`src/rtl/uart_pkg.sv`:
```
// Shared types and defaults for the UART transmit byte queue.
package uart_pkg;

    localparam int unsigned UART_TXQ_DEPTH_LOG2 = 4;
    localparam int unsigned UART_BYTE_W         = 8;

    typedef logic [UART_BYTE_W-1:0] uart_byte_t;

    typedef enum logic [1:0] {
        DRAIN_IDLE,
        DRAIN_ISSUED,
        DRAIN_SENDING
    } drain_state_t;

endpackage

```
`src/rtl/uart_tx_queue_if.sv`:
```
// Byte push port from the core plus the data/ok/busy handshake to the UART transmitter.
interface uart_tx_queue_if;
    import uart_pkg::*;

    uart_byte_t in_data;
    logic       in_valid;
    logic       in_ready;
    uart_byte_t tx_data;
    logic       tx_ok;
    logic       tx_busy;

    // master: core and transmitter side; slave: the queue itself
    modport master (
        output in_data, in_valid, tx_busy,
        input  in_ready, tx_data, tx_ok
    );

    modport slave (
        input  in_data, in_valid, tx_busy,
        output in_ready, tx_data, tx_ok
    );

endinterface

```
`src/rtl/uart_byte_fifo.sv`:
```
// Circular byte FIFO with explicit occupancy count and a sticky flag for dropped writes.
module uart_byte_fifo
    import uart_pkg::*;
#(
    parameter int unsigned DEPTH_LOG2 = UART_TXQ_DEPTH_LOG2
) (
    input  logic                clk,
    input  logic                reset,
    input  uart_byte_t          push_data,
    input  logic                push_valid,
    output logic                push_ready_c,
    input  logic                pop,
    output uart_byte_t          head_data_c,
    output logic [DEPTH_LOG2:0] count,
    output logic                overflow
);

    localparam int unsigned DEPTH = 1 << DEPTH_LOG2;
    localparam int unsigned CW    = DEPTH_LOG2 + 1;

    logic [DEPTH_LOG2-1:0] wr_ptr_q, wr_ptr_d;
    logic [DEPTH_LOG2-1:0] rd_ptr_q, rd_ptr_d;
    logic [CW-1:0]         count_q,  count_d;
    logic                  overflow_q, overflow_d;
    uart_byte_t            mem_q [DEPTH];
    uart_byte_t            mem_d [DEPTH];

    logic do_push;
    logic do_pop;
    logic do_drop;

    // Full and empty come from the count alone; the pointers only address storage.
    assign push_ready_c = (count_q < CW'(DEPTH));
    assign do_push      = push_valid &  push_ready_c;
    assign do_drop      = push_valid & ~push_ready_c;
    assign do_pop       = pop & (count_q != '0);
    assign head_data_c  = mem_q[rd_ptr_q];
    assign count        = count_q;
    assign overflow     = overflow_q;

    always_comb begin
        wr_ptr_d   = wr_ptr_q;
        rd_ptr_d   = rd_ptr_q;
        count_d    = count_q;
        overflow_d = overflow_q;
        mem_d      = mem_q;

        if (do_push) begin
            mem_d[wr_ptr_q] = push_data;
            wr_ptr_d        = wr_ptr_q + DEPTH_LOG2'(1);
        end
        if (do_pop) begin
            rd_ptr_d = rd_ptr_q + DEPTH_LOG2'(1);
        end
        if (do_drop) begin
            overflow_d = 1'b1;
        end

        if (do_push && !do_pop) begin
            count_d = count_q + CW'(1);
        end else if (!do_push && do_pop) begin
            count_d = count_q - CW'(1);
        end
    end

    always_ff @(posedge clk) begin
        if (reset) begin
            wr_ptr_q   <= '0;
            rd_ptr_q   <= '0;
            count_q    <= '0;
            overflow_q <= 1'b0;
        end else begin
            wr_ptr_q   <= wr_ptr_d;
            rd_ptr_q   <= rd_ptr_d;
            count_q    <= count_d;
            overflow_q <= overflow_d;
        end
    end

    // Storage needs no reset: the count marks which entries are valid.
    always_ff @(posedge clk) begin
        mem_q <= mem_d;
    end

endmodule

```
`src/rtl/uart_tx_queue.sv`:
```
// Byte queue ahead of the UART transmitter: buffers core writes and issues one byte per ok/busy cycle.
module uart_tx_queue
    import uart_pkg::*;
#(
    parameter int unsigned DEPTH_LOG2 = UART_TXQ_DEPTH_LOG2
) (
    input  logic                clk,
    input  logic                reset,
    uart_tx_queue_if.slave      bus,
    output logic [DEPTH_LOG2:0] count,
    output logic                overflow,
    output logic                all_sent
);

    drain_state_t state_q, state_d;
    uart_byte_t   tx_data_q, tx_data_d;
    logic         tx_ok_q, tx_ok_d;

    uart_byte_t          head_data_c;
    logic                in_ready_c;
    logic [DEPTH_LOG2:0] fifo_count;
    logic                pop_c;
    logic                issue_c;

    uart_byte_fifo #(
        .DEPTH_LOG2 (DEPTH_LOG2)
    ) u_fifo (
        .clk          (clk),
        .reset        (reset),
        .push_data    (bus.in_data),
        .push_valid   (bus.in_valid),
        .push_ready_c (in_ready_c),
        .pop          (pop_c),
        .head_data_c  (head_data_c),
        .count        (fifo_count),
        .overflow     (overflow)
    );

    // Issue uses the registered count, so a byte pushed this cycle waits one cycle.
    assign issue_c = (state_q == DRAIN_IDLE) && (fifo_count != '0) && !bus.tx_busy;

    always_ff @(posedge clk) begin
        if (reset) begin
            state_q <= DRAIN_IDLE;
        end else begin
            state_q <= state_d;
        end
    end

    always_comb begin
        state_d = state_q;
        unique case (state_q)
            DRAIN_IDLE:    if (issue_c)       state_d = DRAIN_ISSUED;
            DRAIN_ISSUED:  if (bus.tx_busy)   state_d = DRAIN_SENDING;
            DRAIN_SENDING: if (!bus.tx_busy)  state_d = DRAIN_IDLE;
            default:                          state_d = DRAIN_IDLE;
        endcase
    end

    always_comb begin
        pop_c     = 1'b0;
        tx_ok_d   = 1'b0;
        tx_data_d = tx_data_q;
        if (issue_c) begin
            pop_c     = 1'b1;
            tx_ok_d   = 1'b1;
            tx_data_d = head_data_c;
        end
    end

    always_ff @(posedge clk) begin
        if (reset) begin
            tx_ok_q   <= 1'b0;
            tx_data_q <= '0;
        end else begin
            tx_ok_q   <= tx_ok_d;
            tx_data_q <= tx_data_d;
        end
    end

    assign bus.in_ready = in_ready_c;
    assign bus.tx_ok    = tx_ok_q;
    assign bus.tx_data  = tx_data_q;
    assign count        = fifo_count;
    assign all_sent     = (fifo_count == '0) && (state_q == DRAIN_IDLE) && !bus.tx_busy;

endmodule
```
`src/flat_wrapper.sv`:
```
// flat-port wrapper written by rule: the top's interface ports become plain ports
module uart_tx_queue_flat import uart_pkg::*;
#(
    parameter int unsigned DEPTH_LOG2 = UART_TXQ_DEPTH_LOG2
)
  (clk, reset, count, overflow, all_sent, bus_in_data, bus_in_valid, bus_tx_busy, bus_in_ready, bus_tx_data, bus_tx_ok);
  uart_tx_queue_if bus_i ();
  input  logic clk;
  input  logic reset;
  output logic [DEPTH_LOG2:0] count;
  output logic overflow;
  output logic all_sent;
  input wire logic [$bits(bus_i.in_data)-1:0] bus_in_data;
  input wire logic [$bits(bus_i.in_valid)-1:0] bus_in_valid;
  input wire logic [$bits(bus_i.tx_busy)-1:0] bus_tx_busy;
  output wire logic [$bits(bus_i.in_ready)-1:0] bus_in_ready;
  output wire logic [$bits(bus_i.tx_data)-1:0] bus_tx_data;
  output wire logic [$bits(bus_i.tx_ok)-1:0] bus_tx_ok;
  assign bus_i.in_data = bus_in_data;
  assign bus_i.in_valid = bus_in_valid;
  assign bus_i.tx_busy = bus_tx_busy;
  assign bus_in_ready = bus_i.in_ready;
  assign bus_tx_data = bus_i.tx_data;
  assign bus_tx_ok = bus_i.tx_ok;
  uart_tx_queue #(.DEPTH_LOG2(DEPTH_LOG2)) u_core (.clk(clk), .reset(reset), .bus(bus_i), .count(count), .overflow(overflow), .all_sent(all_sent));
endmodule
```
`config.mk`:
```
export PLATFORM = sky130hd
export DESIGN_NAME = uart_tx_queue_flat
export DESIGN_NICKNAME = d
export VERILOG_FILES = /design/src/rtl/uart_pkg.sv /design/src/rtl/uart_tx_queue_if.sv /design/src/rtl/uart_byte_fifo.sv /design/src/rtl/uart_tx_queue.sv /design/src/flat_wrapper.sv
export SDC_FILE = /design/constraint.sdc
export NUM_CORES = 1
export LEC_CHECK = 0
export CAP_MARGIN = 5
export CORE_ASPECT_RATIO = 0.9
export CORE_MARGIN = 2
export CORE_UTILIZATION = 34
export CTS_CLUSTER_DIAMETER = 40
export DETAILED_ROUTE_END_ITERATION = 16
export GPL_TIMING_DRIVEN = 0
export SLEW_MARGIN = 10
export SYNTH_ARGS = -nofsm -noshare
export SYNTH_HDL_FRONTEND = slang
export SYNTH_SLANG_ARGS = --single-unit
export TNS_END_PERCENT = 5
```
`constraint.sdc`:
```
create_clock -name clk -period 6.65 [get_ports clk]
set_input_delay 0.9975 -clock clk [delete_from_list [all_inputs] [get_ports clk]]
set_output_delay 0.9975 -clock clk [all_outputs]
set_load 0.02 [all_outputs]
```
-- Yosys cells after proc, flatten, opt, wreduce, memory -nomap -nowiden
Cells that the tools add are included.
- output and inout port bits: 17
- register bits after elaboration: 153
- input port bits: 12
- word-level logic and storage cells: 70
- order comparisons: 4
- add/subtract/negate cells: 4
- bitwise gates (word level): 6
- eq/ne operators: 5
- reduce and logical (&&, ||, !) cells: 15
- mux-type cells: 13
- operators by type and width (operator ; count):
    128-bit bitwise mux ; 1
    8-bit binary-select mux with 4-bit select ; 1
    8-bit demux with 4-bit select ; 1
    8-bit two-way mux ; 3
    5-bit >= comparator, second input constant ; 2
    5-bit two-way mux ; 2
    4-bit NOT with 5-bit output ; 2
    4-bit by 1-bit adder with 4-bit output, second input constant ; 2
    1-bit logical AND ; 7
    2-bit two-way mux ; 3
    2-bit one-hot mux with 3 select lines ; 1
    5-bit by 1-bit adder with 5-bit output, second input constant ; 1
    5-bit logical NOT ; 1
    5-bit by 1-bit < comparator with 1-bit output, second input constant ; 1
    5-bit < comparator, second input constant ; 1
    5-bit nonzero test ; 1
    5-bit by 1-bit subtractor with 5-bit output, second input constant ; 1
    2-bit inequality test, second input constant ; 2
    1-bit AND ; 3
    1-bit logical NOT ; 3
    3-bit AND reduction ; 1
    2-bit by 1-bit == test with 1-bit output, second input constant ; 1
    2-bit == test, second input constant ; 1
    2-bit logical NOT ; 1
    other kinds (4) ; 4

-- Longest topological paths before layout
Gate-level depths: netlist (run 1).
- word-level depth: 8
- depth in mapped cells: 12
- gate-level depth less buffers: 11

-- Hierarchy
From an unflattened synthesis (run 1), not the netlist that was laid out.
- cell total of the unflattened synthesis: 359
- area, all modules: 6251.0 um^2
- by module, submodules not included (module ; cells each ; seq. area each (um^2) ; area each (um^2) ; instances):
    uart_byte_fifo ; 310 ; 4124.0 ; 5759.3 ; 1
    uart_tx_queue ; 49 ; 220.2 ; 491.7 ; 1

-- Worst setup path before layout (run 1)
OpenSTA, ideal clock, no wires.
- kind: input port to flip-flop
- start point: in bus_tx_busy
- end point: reg u_core.u_fifo.count_q[4] (netlist: u_core.u_fifo.count[4])
- stages: 11
- required time: 6.529 ns
- path buffers: 1
- slack: 3.466 ns
- setup time: 0.121 ns
- arrival time: 3.064 ns
- cell sequence: nor3_1 a21boi_1 buf_2 inv_1 ha_1 inv_1 ha_1 a21o_1 a21oi_1 mux2i_1 mux2_2
- longest elaborated chain between the ends: 7
- elaborated cells on any way between the ends: 9
- those cells by class: mux: 2; bitwise: 1; reduce/logical: 6
- RTL lines (what ; RTL line ; text):
    start: declaration ; flat_wrapper.sv:15 ; input wire logic [$bits(bus_i.tx_busy)-1:0] bus_tx_busy;
    1-bit logical NOT (*) ; uart_tx_queue.sv:40 ; assign issue_c = (state_q == DRAIN_IDLE) && (fifo_count != '0) && !bus.tx_busy;
    1-bit logical AND (*) ; uart_tx_queue.sv:40 ;
    1-bit two-way mux (*) ; uart_tx_queue.sv:64 ; if (issue_c) begin
    1-bit AND (*) ; uart_byte_fifo.sv:36 ; assign do_pop = pop & (count_q != '0);
    1-bit logical NOT ; uart_byte_fifo.sv:59 ; if (do_push && !do_pop) begin
    1-bit logical AND ; uart_byte_fifo.sv:59 ;
    5-bit two-way mux / 2-bit nonzero test (equally long branches) ; -- ;
    end signal: assignment ; uart_byte_fifo.sv:75 ; count_q <= count_d;
    end: declaration ; uart_byte_fifo.sv:23 ; logic [CW-1:0] count_q, count_d;
Mark *: on every way between the ends. The rest lies on a longest branch, timed or not.
A chain may end at the register's enable or synchronous reset.

-- Worst setup path after layout (run 1)
Same ends and word-level chain as after synthesis.

==> flow_summary_export.csv, run 1 <==
group,metric,value,unit
logic_synthesis,syn-num-nets,428,
power,powerDensity,365.8,nW/um^2
grt,grt-ovfl-total,0,
sta,finalHoldViolCount,0,
clocking,clkSinkCount,153,
critical_path,worstPathArrival,3.91,ns
cells_and_area,finish.instance_area,7292,um^2
cells_and_area,drive_above_1_share,10.56,%
logic_synthesis,ys_ff_latch,153,
sta,fin_skew,0.01024,ns
route,drt_pass1_iterations,4,
critical_path,cp_top_family,"buffers and inverters",
clocking,clk_pin_slew,0.06,ns
power,leakage,0.002325,uW
route,met3_wirelength,807,um
clocking,htreeDepth,4,
critical_path,path_max_fanout,10,
logic_synthesis,synth_cells,405,
critical_path,cp_cell_sequence,"clkdlybuf4s50_1 -> nor3_1 -> a21boi_1 -> buf_2 -> inv_1 -> ha_1 -> inv_1 -> ha_1 -> a21o_1 -> a21oi_1 -> mux2i_1 -> mux2_2",
sta,slew_headroom,26.55,%
critical_path,critPathBufInv,4,
sta,slew_violations,0,
die,die-area,19100,um^2
route,viasPerCell,4.857,
route,wl_per_cell,18.14,um
route,wirelength,12770,um
route,drt_iter0_drc,246,
sta,holdWs,0.4805,ns
sta,post-route-period-util,54.07,%
grt,grt_pass1_vias,3474,
placement,port_buffers,27,
logic_synthesis,synth_area,6125,um^2
die,die_h,131.3,um
critical_path,worst-endpoint-required,6.96,ns
logic_synthesis,yosysWarnings,0,
logic_synthesis,synth.distinct_cells,30,
grt,grt_pass1_wl,20050,um
clocking,clock_path_buffers,2,
route,highest_layer,"met4",
critical_path,cp_slowest_cell,"clkdlybuf4s50_1",
critical_path,timing.critical_path.to_type,"register",
clocking,cts_buffers,17,
die,core,17610,um^2
placement,placed_cell_area,6695,um^2
power,peakVddDrop,0.1828,mV
sta,tightest_slew,1.093,ns
clocking,holdBufCountCts,0,
die,ios,29,
sta,layout_setup_ws,3.054,ns
route,wl_met2,6059,um
clocking,clk_latency,0.42,ns
grt,grt_use_total,14.11,%
grt,grt_antenna_before_repair,0,
route,wl_met1,5762,um
clocking,tritoncts,"yes",
clocking,clockRootBuffer,"clkbuf_16",
sta,fin_tns_setup,0,ns
sta,finalSetupViolations,0,
route,final_antenna_net_count,0,
cells_and_area,layout.nets,474,
cells_and_area,fillers,1609,
min_path,hp-class,"reg -> reg",
critical_path,cp_slowest_stage_delay,0.43,ns
route,vias,3419,
critical_path,crit_type,"in -> reg",
run,drv_cap,0,
placement,dp_slack,2.596,ns
cells_and_area,antenna_cells,0,
status,status,"completed",
cells_and_area,syn2layout_area_growth,19.06,%
placement,gp_congestion,0.8012,
clocking,postCtsResizedCells,0,
clocking,post_cts_buffers,0,
sta,max_freq,0.2781,GHz
grt,grt_start_max_net_pins,17,
route,drc_errors,0,
sta,grt_setup_unrepaired,"false",
die,die_w,145.5,um
placement,dp.final_hpwl,8742,um
die,start_util,34.78,%
logic_synthesis,syn_area_per_cell,15.12,um^2
critical_path,cp-start-kind,"primary input",
logic_synthesis,ys_seq_area_share,70.93,%
sta,fin_crit,3.596,ns
die,rows,46,
## synth_stat cells
cell type,instances,share of area [%]
nor3b_1,1,0.12
nand3_1,2,0.16
dfxtp_1,25,8.2
buf_4,1,0.12
nor2b_1,1,0.10
nor2_1,45,2.8
mux2_2,1,0.18
buf_6,7,1.3
nor4_1,9,0.92
and3_1,1,0.10
mux2i_1,66,11
nand2_1,13,0.80
o22ai_1,32,3.3
nand3b_1,3,0.37
a21boi_1,1,0.12
inv_1,8,0.49
a21oi_1,7,0.57
nand2b_1,2,0.20
a211oi_1,8,0.98
ha_1,10,2.0
xor2_1,7,1.0
buf_2,6,0.49
nand4_1,2,0.20
fa_1,1,0.33
a21o_1,1,0.12
or3_4,1,0.18
edfxtp_1,128,63
nor3_1,6,0.49
clkbuf_1,7,0.43
xnor2_1,3,0.43
## through the flow
stage,instances,power (uW),utilization (%)
2_1_floorplan,405,1551,-
3_3_place_gp,672,1757,38.02
3_5_place_dp,672,1767,38.02
4_1_cts,704,2688,41.32
5_1_grt,704,2795,41.40
6_report,704,2668,41.40
## power by group
part	internal, uW	leakage, uW	switching (uW)
logic	247	0.000670	348
clock network	566	0.000296	352
registers	1110	0.00136	44.0
## layout make-up
cell class / count / area (um^2) / area share (%)
Clock inverter: 6 / 31.28 / 0.4290
Clock buffer: 26 / 550.5 / 7.550
Tap cell: 240 / 300.3 / 4.118
Inverter: 8 / 30.03 / 0.4118
Multi-Input combinational cell: 223 / 1623 / 22.25
Sequential cell: 153 / 4344 / 59.57
Timing Repair Buffer: 27 / 270.3 / 3.706
Buffer: 21 / 142.6 / 1.956
## flip-flops by register name, summed over array words and instances, names as in the netlist
| name | flops |
|---|---|
| u_core.u_fifo.count | 5 |
| u_core.state_q | 2 |
| u_core.u_fifo.overflow | 1 |
| u_core.u_fifo.wr_ptr_q | 4 |
| u_core.bus.tx_data | 8 |
| u_core.u_fifo.mem_q | 128 |
| u_core.bus.tx_ok | 1 |
| u_core.u_fifo.rd_ptr_q | 4 |
## layout by cell type, fill, tap and decap left out, types with 6 or more instances in the layout
cell type,count
clkdlybuf4s50_1,27
dfxtp_1,25
clkbuf_8,7
a21oi_1,7
nor2_1,45
buf_6,7
clkbuf_16,18
edfxtp_1,128
nor4_1,9
buf_2,6
clkbuf_1,8
nand2_1,13
inv_1,8
o22ai_1,32
a211oi_1,8
xor2_1,7
ha_1,10
mux2i_1,66
## cell families after synthesis
family          synth area share, %
compound gates                5.066
fa+ha+maj                     2.370
xor+xnor                      1.430
flops                         70.93
buf+inv                       2.819
mux                           10.97
simple gates                  6.415
## metal layers
layer  global-route usage [%]  up-vias
li1                         -     1633
met1                    19.58     1695
met2                    21.72       79
met3                    3.681       12
met4                    4.466        0
met5                        0        -
## path summary, 6_finish.rpt
kind	startpoint	endpoint	slack [ns]	depth (start not counted)
max reg2reg	u_core.state_q[1]	u_core.u_fifo.count[4]	3.69	11
max	bus_tx_busy	u_core.u_fifo.count[4]	3.05	12
min	u_core.state_q[1]	u_core.state_q[0]	0.48	1
min reg2reg	u_core.state_q[1]	u_core.state_q[0]	0.48	1
No activity file was read; power rests on OpenSTA's default activity.
==> run 2, diff against run 1 <==
==> constraint.sdc (replaced) <==
create_clock -name clk -period 3.1 [get_ports clk]
set_input_delay 0.465 -clock clk [delete_from_list [all_inputs] [get_ports clk]]
set_output_delay 0.465 -clock clk [all_outputs]
set_load 0.02 [all_outputs]
==> flow_summary_export.csv, run 2 (synthesized netlist as in run 1, its figures left out) <==
group,metric,value,unit
critical_path,rr_startpoint,"u_core.u_fifo.count[4]",
cells_and_area,final_common_cell,"edfxtp_1",
sta,finalSetupViolations,0,
sta,layout_setup_ws,0.2054,ns
route,drt_iter0_drc,226,
clocking,post_cts_buffers,0,
clocking,clk_latency,0.42,ns
sta,fin_skew,0.01440,ns
grt,grt_antenna_before_repair,0,
die,die-area,19100,um^2
status,status,"completed",
critical_path,path_max_fanout,10,
power,peakVddDrop,0.3892,mV
placement,gp_congestion,0.8012,
cells_and_area,antenna_cells,0,
clocking,htreeDepth,4,
sta,post-route-period-util,93.37,%
grt,grt-ovfl-total,0,
critical_path,reg2reg_setup_slack,0.29,ns
cells_and_area,drive_above_1_share,11.21,%
critical_path,worstPathArrival,3.20,ns
clocking,cts_buffers,17,
run,drv_cap,0,
grt,grt_pass1_vias,3474,
die,rows,46,
cells_and_area,syn2layout_area_growth,19.33,%
cells_and_area,largest_reg_flops,128,
power,leakage,0.002330,uW
route,wl_per_cell,18.16,um
route,drt_pass1_iterations,4,
cells_and_area,finish.instance_area,7308,um^2
route,viasPerCell,4.874,
min_path,holdPathStages,2,
sta,max_freq,0.3455,GHz
route,wirelength,12780,um
route,final_antenna_net_count,0,
placement,dp.final_hpwl,8742,um
clocking,clock_path_buffers,2,
grt,grt_pass1_wl,20050,um
min_path,hold_end,"u_core.bus.tx_data[0]",
power,powerDensity,784.8,nW/um^2
route,wl_met2,6041,um
critical_path,worst-endpoint-required,3.41,ns
route,drc_errors,0,
critical_path,reg2reg_depth,11,
sta,grt_setup_unrepaired,"false",
sta,holdWs,0.4671,ns
clocking,clockRootBuffer,"clkbuf_16",
route,wl_met1,5905,um
power,finalPower,5735,uW
route,highest_layer,"met4",
die,die_h,131.3,um
die,die_w,145.5,um
die,ios,29,
sta,finalHoldViolCount,0,
clocking,clkSinkCount,153,
critical_path,cp-start-kind,"primary input",
cells_and_area,regMostFlops,"u_core.u_fifo.mem_q",
route,vias,3431,
sta,fin_crit,2.895,ns
route,met3_wirelength,694,um
critical_path,timing.critical_path.to_type,"register",
placement,dp_slack,-0.4213,ns
min_path,hp-class,"in -> reg",
cells_and_area,most-common-layout-cells,"edfxtp_1 (128), mux2i_1 (66), nor2_1 (45)",
cells_and_area,layout.nets,474,
min_path,hp-start,"reset",
grt,grt_use_total,14.11,%
critical_path,crit_type,"in -> reg",
grt,grt_start_max_net_pins,17,
clocking,tritoncts,"yes",
placement,placed_cell_area,6695,um^2
critical_path,startpoint,"bus_tx_busy",
die,core,17610,um^2
placement,port_buffers,27,
sta,slew_violations,0,
clocking,clk_pin_slew,0.06,ns
sta,tightest_slew,1.094,ns
sta,slew_headroom,26.53,%
die,start_util,34.78,%
critical_path,r2r_end,"u_core.u_fifo.count[4]",
## run 2: cell count changes in the layout (fill, tap and decap cells not counted), sizes merged
| cell | before | now |
|---|---|---|
| buf | 14 | 13 |
| clkbuf | 33 | 34 |
## run 2: timing repair
item | 4_1_cts | 5_1_grt
resized for setup | 0 | 4
endpoints found under the setup margin | 0 | 1
hold buffers | 0 | 0
## run 2: how the worst max path moves through the flow
| stage | end | slack (ns) | cells past startpoint |
|---|---|---|---|
| floorplan | u_core.u_fifo.count[4] | 0.45 | 11 |
| global placement | u_core.u_fifo.count[4] | -0.39 | 12 |
| detailed placement | u_core.u_fifo.count[4] | -0.42 | 12 |
| CTS | u_core.u_fifo.count[4] | 0.02 | 12 |
| global route | u_core.u_fifo.count[4] | 0.02 | 12 |
| finish | u_core.u_fifo.count[4] | 0.21 | 12 |
## run 2: cell type report
type / instances / area (um^2)
fillers: 1602 / 10300
flip-flops and latches: 153 / 4344
multi-input cells: 223 / 1637
clock buffers: 26 / 550.5
well taps: 240 / 300.3
repair buffers: 27 / 270.3
plain buffers: 21 / 145.1
clock inverters: 6 / 31.28
inverters: 8 / 30.03
## run 2: critical path: stages
cell             delay [ns]
clkdlybuf4s50_1        0.44
nor3_2                 0.15
a21boi_2               0.24
clkbuf_4               0.25
inv_1                  0.10
ha_1                   0.23
inv_1                  0.16
ha_1                   0.27
a21o_1                 0.16
a21oi_1                0.16
mux2i_1                0.23
mux2_2                 0.35
## run 2: power by group
part / switching, uW / total (uW) / internal (uW)
Sequential: 98.1 / 2480 / 2380
Combinational: 749 / 1290 / 539
Clock: 754 / 1970 / 1210
Total: 1600 / 5740 / 4130
## run 2: through the flow
stage          TNS (ns)  cells  utilization (%)
2_1_floorplan         0    405                -
3_3_place_gp    -0.4277    672            38.02
5_1_grt               0    704            41.50
4_1_cts               0    704            41.32
6_report              0    704            41.50
3_5_place_dp    -0.5154    672            38.02
## run 2: per-layer routing
| metal | global-route usage [%] | up-vias |
|---|---|---|
| met5 | 0 | - |
| li1 | - | 1632 |
| met4 | 4.466 | 0 |
| met3 | 3.681 | 11 |
| met1 | 19.58 | 1715 |
| met2 | 21.72 | 73 |
==> run 3, diff against run 2 <==
--- a/config.mk
+++ b/config.mk
@@ -12,6 +12,7 @@
 export CTS_CLUSTER_DIAMETER = 40
 export DETAILED_ROUTE_END_ITERATION = 16
 export GPL_TIMING_DRIVEN = 0
+export SETUP_SLACK_MARGIN = 0.5
 export SLEW_MARGIN = 10
 export SYNTH_ARGS = -nofsm -noshare
 export SYNTH_HDL_FRONTEND = slang
==> flow_summary_export.csv, run 3 (synthesized netlist as in run 1, its figures left out) <==
group,metric,value,unit
placement,gp_congestion,0.7937,
critical_path,cp_slowest_stage_delay,0.37,ns
clocking,clk_pin_slew,0.06,ns
sta,post-route-period-util,81.21,%
placement,port_buffers,27,
sta,slew_headroom,25.41,%
placement,dp.final_hpwl,8903,um
cells_and_area,syn2layout_area_growth,21.53,%
clocking,clock_path_buffers,2,
critical_path,worst-endpoint-required,3.40,ns
sta,finalHoldViolCount,0,
cells_and_area,layout.nets,478,
route,drt_iter0_drc,274,
die,rows,46,
clocking,cts_buffers,17,
grt,grt_use_total,13.87,%
cells_and_area,antenna_cells,0,
critical_path,cp-start-kind,"register",
route,final_antenna_net_count,0,
sta,tightest_slew,1.110,ns
clocking,clkSinkCount,153,
critical_path,reg2reg_setup_slack,0.58,ns
cells_and_area,finish.utilization,42.26,%
route,met3_wirelength,688,um
grt,grt_pass1_wl,19540,um
cells_and_area,drive_above_1_share,12.39,%
sta,slew_violations,0,
placement,dp_slack,-0.2873,ns
critical_path,timing.critical_path.to_type,"register",
cells_and_area,regMostFlops,"u_core.u_fifo.mem_q",
cells_and_area,final_common_cell,"edfxtp_1",
run,drv_cap,0,
critical_path,worstPathArrival,2.82,ns
critical_path,crit_type,"reg -> reg",
cells_and_area,most-common-layout-cells,"edfxtp_1 (128), mux2i_1 (66), nor2_1 (44)",
clocking,htreeDepth,4,
sta,grt_setup_unrepaired,"false",
power,leakage,0.002372,uW
route,wl_met1,5823,um
grt,grt_pass1_vias,3494,
route,drc_errors,0,
die,die_h,131.3,um
critical_path,cp_cell_sequence,"nor3_4 -> a21boi_4 -> buf_6 -> inv_2 -> ha_4 -> inv_2 -> buf_4 -> ha_1 -> a21o_1 -> a21oi_2 -> mux2i_1 -> mux2_2",
route,highest_layer,"met4",
grt,grt-ovfl-total,0,
sta,max_freq,0.3972,GHz
critical_path,cp_slowest_cell,"dfxtp_4",
cells_and_area,final_cells,708,
critical_path,path_max_fanout,5,
clocking,clk_latency,0.42,ns
route,viasPerCell,4.891,
sta,finalSetupViolations,0,
power,powerDensity,821.3,nW/um^2
min_path,hp-class,"in -> reg",
status,status,"completed",
die,start_util,34.78,%
route,wirelength,12830,um
route,wl_met2,6091,um
cells_and_area,largest_reg_flops,128,
grt,grt_start_max_net_pins,17,
clocking,tritoncts,"yes",
sta,fin_skew,0.007689,ns
route,vias,3463,
power,peakVddDrop,0.4541,mV
die,die_w,145.5,um
sta,fin_crit,2.517,ns
critical_path,cpMostUsedCell,"inv_2",
placement,post-place-cells,672,
clocking,clockRootBuffer,"clkbuf_16",
die,ios,29,
sta,layout_setup_ws,0.5825,ns
die,core,17610,um^2
route,drt_pass1_iterations,6,
route,wl_per_cell,18.12,um
grt,grt_antenna_before_repair,0,
die,die-area,19100,um^2
[run 3: cell types whose count changed in the layout (fill, tap and decap cells not counted), sizes merged]
| cell | change |
|---|---|
| buf | +5 |
| bufinv | +6 |
| clkbuf | -6 |
| clkdlybuf4s50 | -1 |
| clkinv | +1 |
| dlygate4sd2 | +1 |
| inv | -2 |
[run 3: where the power goes]
part / total, uW / switching [uW] / internal, uW
Combinational: 1370 / 769 / 601
Clock: 2240 / 744 / 1500
Sequential: 2500 / 115 / 2390
[run 3: repair_timing]
action | 4_1_cts | 5_1_grt
hold buffers | 0 | 0
setup buffers | 4 | 0
setup endpoints to repair | 17 | 1
pin swaps | 2 | 3
gates resized for setup | 9 | 10
[run 3: layer usage]
layer / global-route usage, % / vias to the layer above
li1: - / 1646
met1: 17.98 / 1726
met2: 21.83 / 74
met3: 4.097 / 17
met4: 5.664 / 0
met5: 0 / -
[run 3: final cells by class]
type	instances	area, um^2
Clock buffer	21	440.4
Fill cell	1630	10170
Clock inverter	11	200.2
Tap cell	240	300.3
Sequential cell	153	4350
Inverter	8	30.03
Multi-Input combinational cell	223	1670
Timing Repair Buffer	31	299.0
Buffer	21	152.6
[run 3: metrics by stage]
step	total power, uW	TNS, ns	instance area, um^2	hold slack (ns)
2_1_floorplan	3344	0	6136	0.4441
3_3_place_gp	3761	-0.2181	6706	0.4533
3_5_place_dp	3811	-0.2873	6706	0.4602
4_1_cts	6137	0	7408	0.3888
5_1_grt	6373	0	7443	0.4621
6_report	6113	0	7443	0.4522
[run 3: worst max-delay path: cells and delay by family (launching register included)]
family / cells / cell delay (ns)
fa+ha+maj: 2 / 0.35
mux: 2 / 0.64
simple gates: 1 / 0.27
flops: 1 / 0.37
buf+inv: 4 / 0.38
compound gates: 3 / 0.41
[run 3: final timing paths]
path                               start                endpoint  cells past startpoint
setup reg to reg  u_core.u_fifo.count[0]  u_core.u_fifo.count[4]                     12
hold / removal               bus_tx_busy       u_core.state_q[0]                      2
setup / recovery  u_core.u_fifo.count[0]  u_core.u_fifo.count[4]                     12
hold reg to reg   u_core.u_fifo.overflow  u_core.u_fifo.overflow                      2
